## src/rtl/backbone_pkg.sv

```systemverilog
// rtl/backbone_pkg.sv - shared widths, conv shape type, engine states and output-size helper
package backbone_pkg;

  localparam int DATA_W_DEF = 8;
  localparam int ACC_W_DEF  = 32;

  typedef struct packed {
    int cin;
    int h;
    int w;
    int cout;
    int kh;
    int kw;
    int stride;
    int pad;
  } conv_shape_t;

  typedef enum logic [2:0] {
    S_IDLE,
    S_ISSUE,
    S_DRAIN,
    S_OUT,
    S_DONE
  } eng_state_t;

  function automatic int out_dim(input int in_dim, input int k, input int stride, input int pad);
    return (in_dim + 2 * pad - k) / stride + 1;
  endfunction

endpackage

```

## src/rtl/conv_mac_lane.sv

```systemverilog
// rtl/conv_mac_lane.sv - single-lane signed multiply-accumulate with clear/enable, wrapping at ACC_W
module conv_mac_lane #(
  parameter int DATA_W = 8,
  parameter int ACC_W  = 32
) (
  input  logic                     clk,
  input  logic                     rst,
  input  logic                     clr,
  input  logic                     en,
  input  logic signed [DATA_W-1:0] a,
  input  logic signed [DATA_W-1:0] b,
  output logic signed [ACC_W-1:0]  acc_nx
);

  logic signed [ACC_W-1:0]    acc;
  logic signed [2*DATA_W-1:0] prod;

  assign prod   = a * b;
  // acc_nx already includes the tap landing this cycle so the engine can capture it in DRAIN
  assign acc_nx = en ? acc + ACC_W'(prod) : acc;

  always_ff @(posedge clk) begin
    if (rst || clr) begin
      acc <= '0;
    end else begin
      acc <= acc_nx;
    end
  end

endmodule

```

## src/rtl/conv_gemm_stream_engine.sv

```systemverilog
// rtl/conv_gemm_stream_engine.sv - parametrised conv engine: SRAM read ports in, PE_N-lane beats out
// Define CONV_RELU_EN to clamp negative lanes to 0 when loaded into the output register.
module conv_gemm_stream_engine
  import backbone_pkg::*;
#(
  parameter int DATA_W = DATA_W_DEF,
  parameter int ACC_W  = ACC_W_DEF,
  parameter int CIN    = 3,
  parameter int H_IN   = 112,
  parameter int W_IN   = 112,
  parameter int COUT   = 64,
  parameter int KH     = 7,
  parameter int KW     = 7,
  parameter int STRIDE = 2,
  parameter int PAD    = 3,
  parameter int PE_N   = 8,
  localparam int H_OUT = out_dim(H_IN, KH, STRIDE, PAD),
  localparam int W_OUT = out_dim(W_IN, KW, STRIDE, PAD),
  localparam int NCB   = COUT / PE_N,
  localparam int FA_W  = $clog2(CIN * H_IN * W_IN),
  localparam int WA_W  = $clog2(NCB * CIN * KH * KW),
  localparam int CB_W  = $clog2(NCB) + 1,
  localparam int OH_W  = $clog2(H_OUT) + 1,
  localparam int OW_W  = $clog2(W_OUT) + 1
) (
  input  logic                     clk,
  input  logic                     rst,
  input  logic                     start,
  output logic                     busy,
  output logic                     done,
  output logic                     fmap_rd_en,
  output logic [FA_W-1:0]          fmap_addr,
  input  logic signed [DATA_W-1:0] fmap_rdata,
  output logic                     w_rd_en,
  output logic [WA_W-1:0]          w_addr,
  input  logic [PE_N*DATA_W-1:0]   w_rdata,
  output logic                     out_valid,
  input  logic                     out_ready,
  output logic [PE_N*ACC_W-1:0]    out_data,
  output logic [CB_W-1:0]          out_cb,
  output logic [OH_W-1:0]          out_oh,
  output logic [OW_W-1:0]          out_ow
);

  localparam int CI_W = $clog2(CIN) + 1;
  localparam int KH_W = $clog2(KH) + 1;
  localparam int KW_W = $clog2(KW) + 1;
  localparam conv_shape_t SHAPE = '{CIN, H_IN, W_IN, COUT, KH, KW, STRIDE, PAD};

  if (COUT % PE_N != 0) begin : g_cout_chk
    $error("conv_gemm_stream_engine: COUT must be a multiple of PE_N");
  end

  eng_state_t state;
  logic [CB_W-1:0] cb;
  logic [OH_W-1:0] oh;
  logic [OW_W-1:0] ow;
  logic [CI_W-1:0] ci;
  logic [KH_W-1:0] kh;
  logic [KW_W-1:0] kw;
  logic tap_v, tap_pad;
  logic pad_tap, first_tap, last_pix;
  int ih, iw;
  logic signed [DATA_W-1:0] tap_a;
  logic [PE_N*ACC_W-1:0] lane_res;

  always_comb begin
    ih         = int'(oh) * STRIDE + int'(kh) - PAD;
    iw         = int'(ow) * STRIDE + int'(kw) - PAD;
    pad_tap    = (ih < 0) || (ih >= SHAPE.h) || (iw < 0) || (iw >= SHAPE.w);
    first_tap  = (state == S_ISSUE) && (ci == '0) && (kh == '0) && (kw == '0);
    last_pix   = (cb == CB_W'(NCB - 1)) && (oh == OH_W'(H_OUT - 1)) && (ow == OW_W'(W_OUT - 1));
    fmap_rd_en = (state == S_ISSUE) && !pad_tap;
    w_rd_en    = (state == S_ISSUE);
    fmap_addr  = pad_tap ? '0 : FA_W'(int'(ci) * SHAPE.h * SHAPE.w + ih * SHAPE.w + iw);
    w_addr     = WA_W'(((int'(cb) * CIN + int'(ci)) * KH + int'(kh)) * KW + int'(kw));
    tap_a      = tap_pad ? '0 : fmap_rdata;
  end

  for (genvar l = 0; l < PE_N; l++) begin : g_lane
    logic signed [ACC_W-1:0] acc_nx;

    conv_mac_lane #(.DATA_W(DATA_W), .ACC_W(ACC_W)) u_mac (
      .clk    (clk),
      .rst    (rst),
      .clr    (first_tap),
      .en     (tap_v),
      .a      (tap_a),
      .b      (w_rdata[l*DATA_W +: DATA_W]),
      .acc_nx (acc_nx)
    );

`ifdef CONV_RELU_EN
    assign lane_res[l*ACC_W +: ACC_W] = acc_nx[ACC_W-1] ? '0 : acc_nx;
`else
    assign lane_res[l*ACC_W +: ACC_W] = acc_nx;
`endif
  end

  always_ff @(posedge clk) begin
    if (rst) begin
      state     <= S_IDLE;
      cb        <= '0;
      oh        <= '0;
      ow        <= '0;
      ci        <= '0;
      kh        <= '0;
      kw        <= '0;
      tap_v     <= 1'b0;
      tap_pad   <= 1'b0;
      busy      <= 1'b0;
      done      <= 1'b0;
      out_valid <= 1'b0;
      out_data  <= '0;
      out_cb    <= '0;
      out_oh    <= '0;
      out_ow    <= '0;
    end else begin
      tap_v   <= (state == S_ISSUE);
      tap_pad <= (state == S_ISSUE) && pad_tap;
      case (state)
        S_IDLE, S_DONE: begin
          if (start) begin
            state <= S_ISSUE;
            busy  <= 1'b1;
            done  <= 1'b0;
            cb    <= '0;
            oh    <= '0;
            ow    <= '0;
            ci    <= '0;
            kh    <= '0;
            kw    <= '0;
          end
        end
        S_ISSUE: begin
          if (kw == KW_W'(KW - 1)) begin
            kw <= '0;
            if (kh == KH_W'(KH - 1)) begin
              kh <= '0;
              if (ci == CI_W'(CIN - 1)) begin
                ci    <= '0;
                state <= S_DRAIN;
              end else begin
                ci <= ci + 1'b1;
              end
            end else begin
              kh <= kh + 1'b1;
            end
          end else begin
            kw <= kw + 1'b1;
          end
        end
        S_DRAIN: begin
          out_data  <= lane_res;
          out_cb    <= cb;
          out_oh    <= oh;
          out_ow    <= ow;
          out_valid <= 1'b1;
          state     <= S_OUT;
        end
        S_OUT: begin
          if (out_ready) begin
            out_valid <= 1'b0;
            if (last_pix) begin
              state <= S_DONE;
              busy  <= 1'b0;
              done  <= 1'b1;
            end else begin
              state <= S_ISSUE;
              if (ow == OW_W'(W_OUT - 1)) begin
                ow <= '0;
                if (oh == OH_W'(H_OUT - 1)) begin
                  oh <= '0;
                  cb <= cb + 1'b1;
                end else begin
                  oh <= oh + 1'b1;
                end
              end else begin
                ow <= ow + 1'b1;
              end
            end
          end
        end
        default: state <= S_IDLE;
      endcase
    end
  end

endmodule

```

## config.mk

```make
export PLATFORM = sky130hd
export DESIGN_NAME = conv_gemm_stream_engine
export DESIGN_NICKNAME = d
export VERILOG_FILES = /design/src/rtl/backbone_pkg.sv /design/src/rtl/conv_mac_lane.sv /design/src/rtl/conv_gemm_stream_engine.sv
export SDC_FILE = /design/constraint.sdc
export NUM_CORES = 2
export LEC_CHECK = 0
export ABC_AREA = 1
export ABC_CLOCK_PERIOD_IN_PS = 19530
export BUFFER_PORTS_ARGS = -buffer_cell sky130_fd_sc_hd__buf_2
export CORE_MARGIN = 3
export CORE_UTILIZATION = 29
export DETAILED_ROUTE_END_ITERATION = 16
export REMOVE_ABC_BUFFERS = 1
export SYNTH_ARGS = -nofsm -noshare
export SYNTH_HDL_FRONTEND = slang
export SYNTH_SLANG_ARGS = --single-unit
```

## constraint.sdc

```tcl
create_clock -name clk -period 19.53 [get_ports clk]
set_clock_uncertainty 0.05 [all_clocks]
set_input_delay 4.8825 -clock clk [delete_from_list [all_inputs] [get_ports clk]]
set_output_delay 4.8825 -clock clk [all_outputs]
set_load 0.005 [all_outputs]
```

==> impl_summary.md <==
Min path
In this run the most critical hold path is launched from out_valid. The cell count of the worst hold path is 2. The class of the tightest hold or removal check is flop to flop. The worst hold path terminates at out_valid.

Floorplanning
The die is approximately 510 um wide. Pin placement for this block handled 382 I/O pins. In this run the vertical extent of the chip is slightly above 500 um. After floorplanning, the core was sized to cover 0.255 mm^2. The placement row count is 185. Once the floorplan was initialized, standard cells occupied between 20% and 30% of the core. The die covers 0.263 mm^2.

Route
For this run, the detailed router's first-pass iteration total came to 5. The count of nets left with antenna violations once routing finished came out at 0. The routed layout has about 60,000 vias. Summed over all layers, the routed wires come to approximately 230 mm. Dividing the detail-routed via count by the number of cells gives 4.56. The initial DRC count is about 3,300.

The detailed-route wire length per cell is 17.2 um. In the routed design, unresolved DRC markers number 0.

STA
The peak clock frequency supported by timing is 82.6 MHz. The number of slew-limit violations in the final report is 0. The smallest clock period supported by the final layout is computed as about 12,000 ps. The hold violation count in the final report is 0. Setup violations remaining at the end of the flow were counted as 0. After layout, the worst path uses 62.0% of the clock period.

For the pin with the worst max-slew slack, the measured transition is approximately 1100 ps. The worst pin sits at a relative slew slack of around 28%. The hold slack is slightly above 400 ps. Adding up every negative setup slack in the final design gives 0 ps.

Setup repair after global routing left no endpoint under its margin.

CTS
The maximum buffer depth of the clock tree is 3. The H-tree was split into 3 levels. After clock tree synthesis, the clock-pin slew on the worst setup and hold paths is around 60 ps. Once the clock tree was built, the setup fixing pass inserted 0 buffers. The clock tree root driver cell is sky130_fd_sc_hd__clkbuf_16. The number of gates resized after CTS was 0.

Buffers inserted during clock tree synthesis total just under 80. For the worst-skew pair, the clock arrives at the later sink with an insertion delay of between 700 and 800 ps. In this run, post-CTS hold repair placed 0 buffers. The CTS tree is built.

Counting every sink on the clock net gives 567.

Run
Max-cap violations in this run came to 0.

Global routing
The first-pass GRT wire length is between 300 and 400 mm. The overall track demand over capacity in global routing is 17.7%. The number of antenna violations at the first check in global routing is 59. Global routing finished with a remaining overflow of 0.

The via count of the first global-routing pass is 62,600. The maximum number of pins on one net before global-route repair is ~140.

Logic synthesis
The commonest register cell after synthesis is sky130_fd_sc_hd__dfxtp_1. The library cell occupying the most area in the post-synthesis netlist is sky130_fd_sc_hd__fa_1. Counting flops with a built-in enable in the synthesized netlist gives 0. The register area share after synthesis is between 15 and 20%. The mean instance size in the synthesized netlist is just under 8 um^2. Counting flops and latches in the post-synthesis netlist gives ~570. The number of distinct library cell variants in the gate-level netlist after synthesis is 50. The area fraction of the dominant cell type after synthesis is between 30% and 40%.

After synthesis, the cell types taking the most area are sky130_fd_sc_hd__fa_1, sky130_fd_sc_hd__dfxtp_1, sky130_fd_sc_hd__ha_1. Counting flops with an async set or reset pin after synthesis yields a share of 0%. The number of synthesis warnings is 0. After synthesis the cells add up to ~0.074 mm^2.

The post-synthesis instance total is ~9,700.

Worst setup path
The critical path's top delay family is adder cells. The number of buffers and inverters on the critical path is 8. Across all register-to-register paths, the minimum setup slack is ~12,000 ps.

The longest individual stage delay on the worst path is around 560 ps. STA classifies the critical path endpoint as an output pin. The slowest stage of the critical path is the sky130_fd_sc_hd__fa_1 cell. The data required time of the worst path is around 15,000 ps. The critical path data arrival time is approximately 7000 ps. The worst register-to-register path begins at tap_pad. The count of cells along the worst register-to-register path is 21. The maximum net fanout on the critical path is 8. The critical path is of the flop to output pin type. The worst setup path is launched from a flop. The worst register-to-register path ends at out_data[248].

Cells and area
The final cell utilization of the core is around a third. In the layout the commonest cells are sky130_fd_sc_hd__inv_1, sky130_fd_sc_hd__nand2_1, sky130_fd_sc_hd__fa_1, sky130_fd_sc_hd__nor2_1, sky130_fd_sc_hd__ha_1. For this run, the post-layout net count is 11,900. The post-synthesis to final-layout area growth is 11.3%.

The most common library cell in the layout ignoring fill and taps is sky130_fd_sc_hd__inv_1. Of the cells placed in the final design, the portion with a size suffix greater than 1 is roughly 6.3%.

Place
The post-DP HPWL is roughly 180 mm. The count of buffers inserted at the top-level ports is approximately 380. Routability-driven placement finished with a final weighted congestion of around 0.94.

Outcome
The run finished with clean final reports.
==> state kept, by name, indices dropped and copies added, names as in the netlist <==
signal	cells
out_data	256
out_cb	4
kh	4
ci	3
out_oh	7
g_lane.u_mac.acc	256
ow	7
done	1
out_ow	7
busy	1
kw	4
tap_v	1
tap_pad	1
state	3
cb	4
out_valid	1
oh	7
==> cell usage after synthesis, types with 69 or more instances <==
library cell	number
sky130_fd_sc_hd__a21oi_1	520
sky130_fd_sc_hd__buf_2	76
sky130_fd_sc_hd__clkbuf_1	135
sky130_fd_sc_hd__dfxtp_1	567
sky130_fd_sc_hd__fa_1	1123
sky130_fd_sc_hd__ha_1	695
sky130_fd_sc_hd__inv_1	2278
sky130_fd_sc_hd__nand2_1	1835
sky130_fd_sc_hd__nand3_1	501
sky130_fd_sc_hd__nand4_1	109
sky130_fd_sc_hd__nor2_1	888
sky130_fd_sc_hd__o21a_1	153
sky130_fd_sc_hd__o21ai_0	291
sky130_fd_sc_hd__xnor2_1	69
sky130_fd_sc_hd__xor2_1	119
==> final cells by class <==
type,instances,area (um^2)
Fill cell,27600,172000
Multi-Input combinational cell,6589,53500
Sequential cell,567,11400
Inverter,2289,8620
Tap cell,3366,4210
Timing Repair Buffer,448,2420
Clock buffer,106,2190
Clock inverter,29,407
Antenna cell,14,35.0
==> per-stage QoR <==
step / instance area (um^2) / setup WS [ps] / instances
global placement: 80100 / 8060 / 13300
detailed placement: 80100 / 8140 / 13300
global route: 82700 / 6610 / 13400
CTS: 82700 / 7290 / 13400
finish: 82800 / 7420 / 13400
floorplan: 73400 / -13550 / 9445
==> tightest hold or removal path, delay by kind of cell (launching register included) <==
kind,cells,cell delay (ps)
AO/OA/AOI/OAI,1,50
AND/OR/NAND/NOR,1,60
flip-flops,1,300
==> layer usage <==
layer | routed length [um] | vias to the layer above | GRT usage, %
li1 | - | 30100 | -
met1 | 106000 | 29500 | 23.9
met2 | 107000 | 1232 | 29.4
met3 | 11700 | 271 | 2.70
met4 | 6070 | 12 | 4.68
met5 | 60 | - | 0
==> worst max path at each step <==
| stage | startpoint | end | cells past startpoint |
|---|---|---|---|
| after CTS | ci[1] | w_addr[10] | 34 |
| after global placement | fmap_rdata[7] | out_data[47] | 22 |
| after detailed placement | ci[1] | w_addr[10] | 34 |
| after global routing | ci[1] | w_addr[10] | 34 |
| after floorplan | state[2] | state[0] | 5 |
| final | ci[1] | w_addr[10] | 34 |
==> kinds of logic (layout without fill, tap and decap cells) <==
logic type,count (synthesis),in the layout,share of synthesized area (%)
AND/OR/NAND/NOR,3477,3477,19.3
buffers and inverters,2514,2872,12.8
adder cells (fa/ha/maj),1818,1818,41.9
AO/OA/AOI/OAI,1098,1098,8.36
flip-flops,567,567,15.3
XOR/XNOR,188,188,2.21
multiplexers,8,8,0.108
other,0,14,0
Power is left out: the tool's default activity adds up to more than one toggle a clock period on the data nets, which glitch-free logic cannot reach.
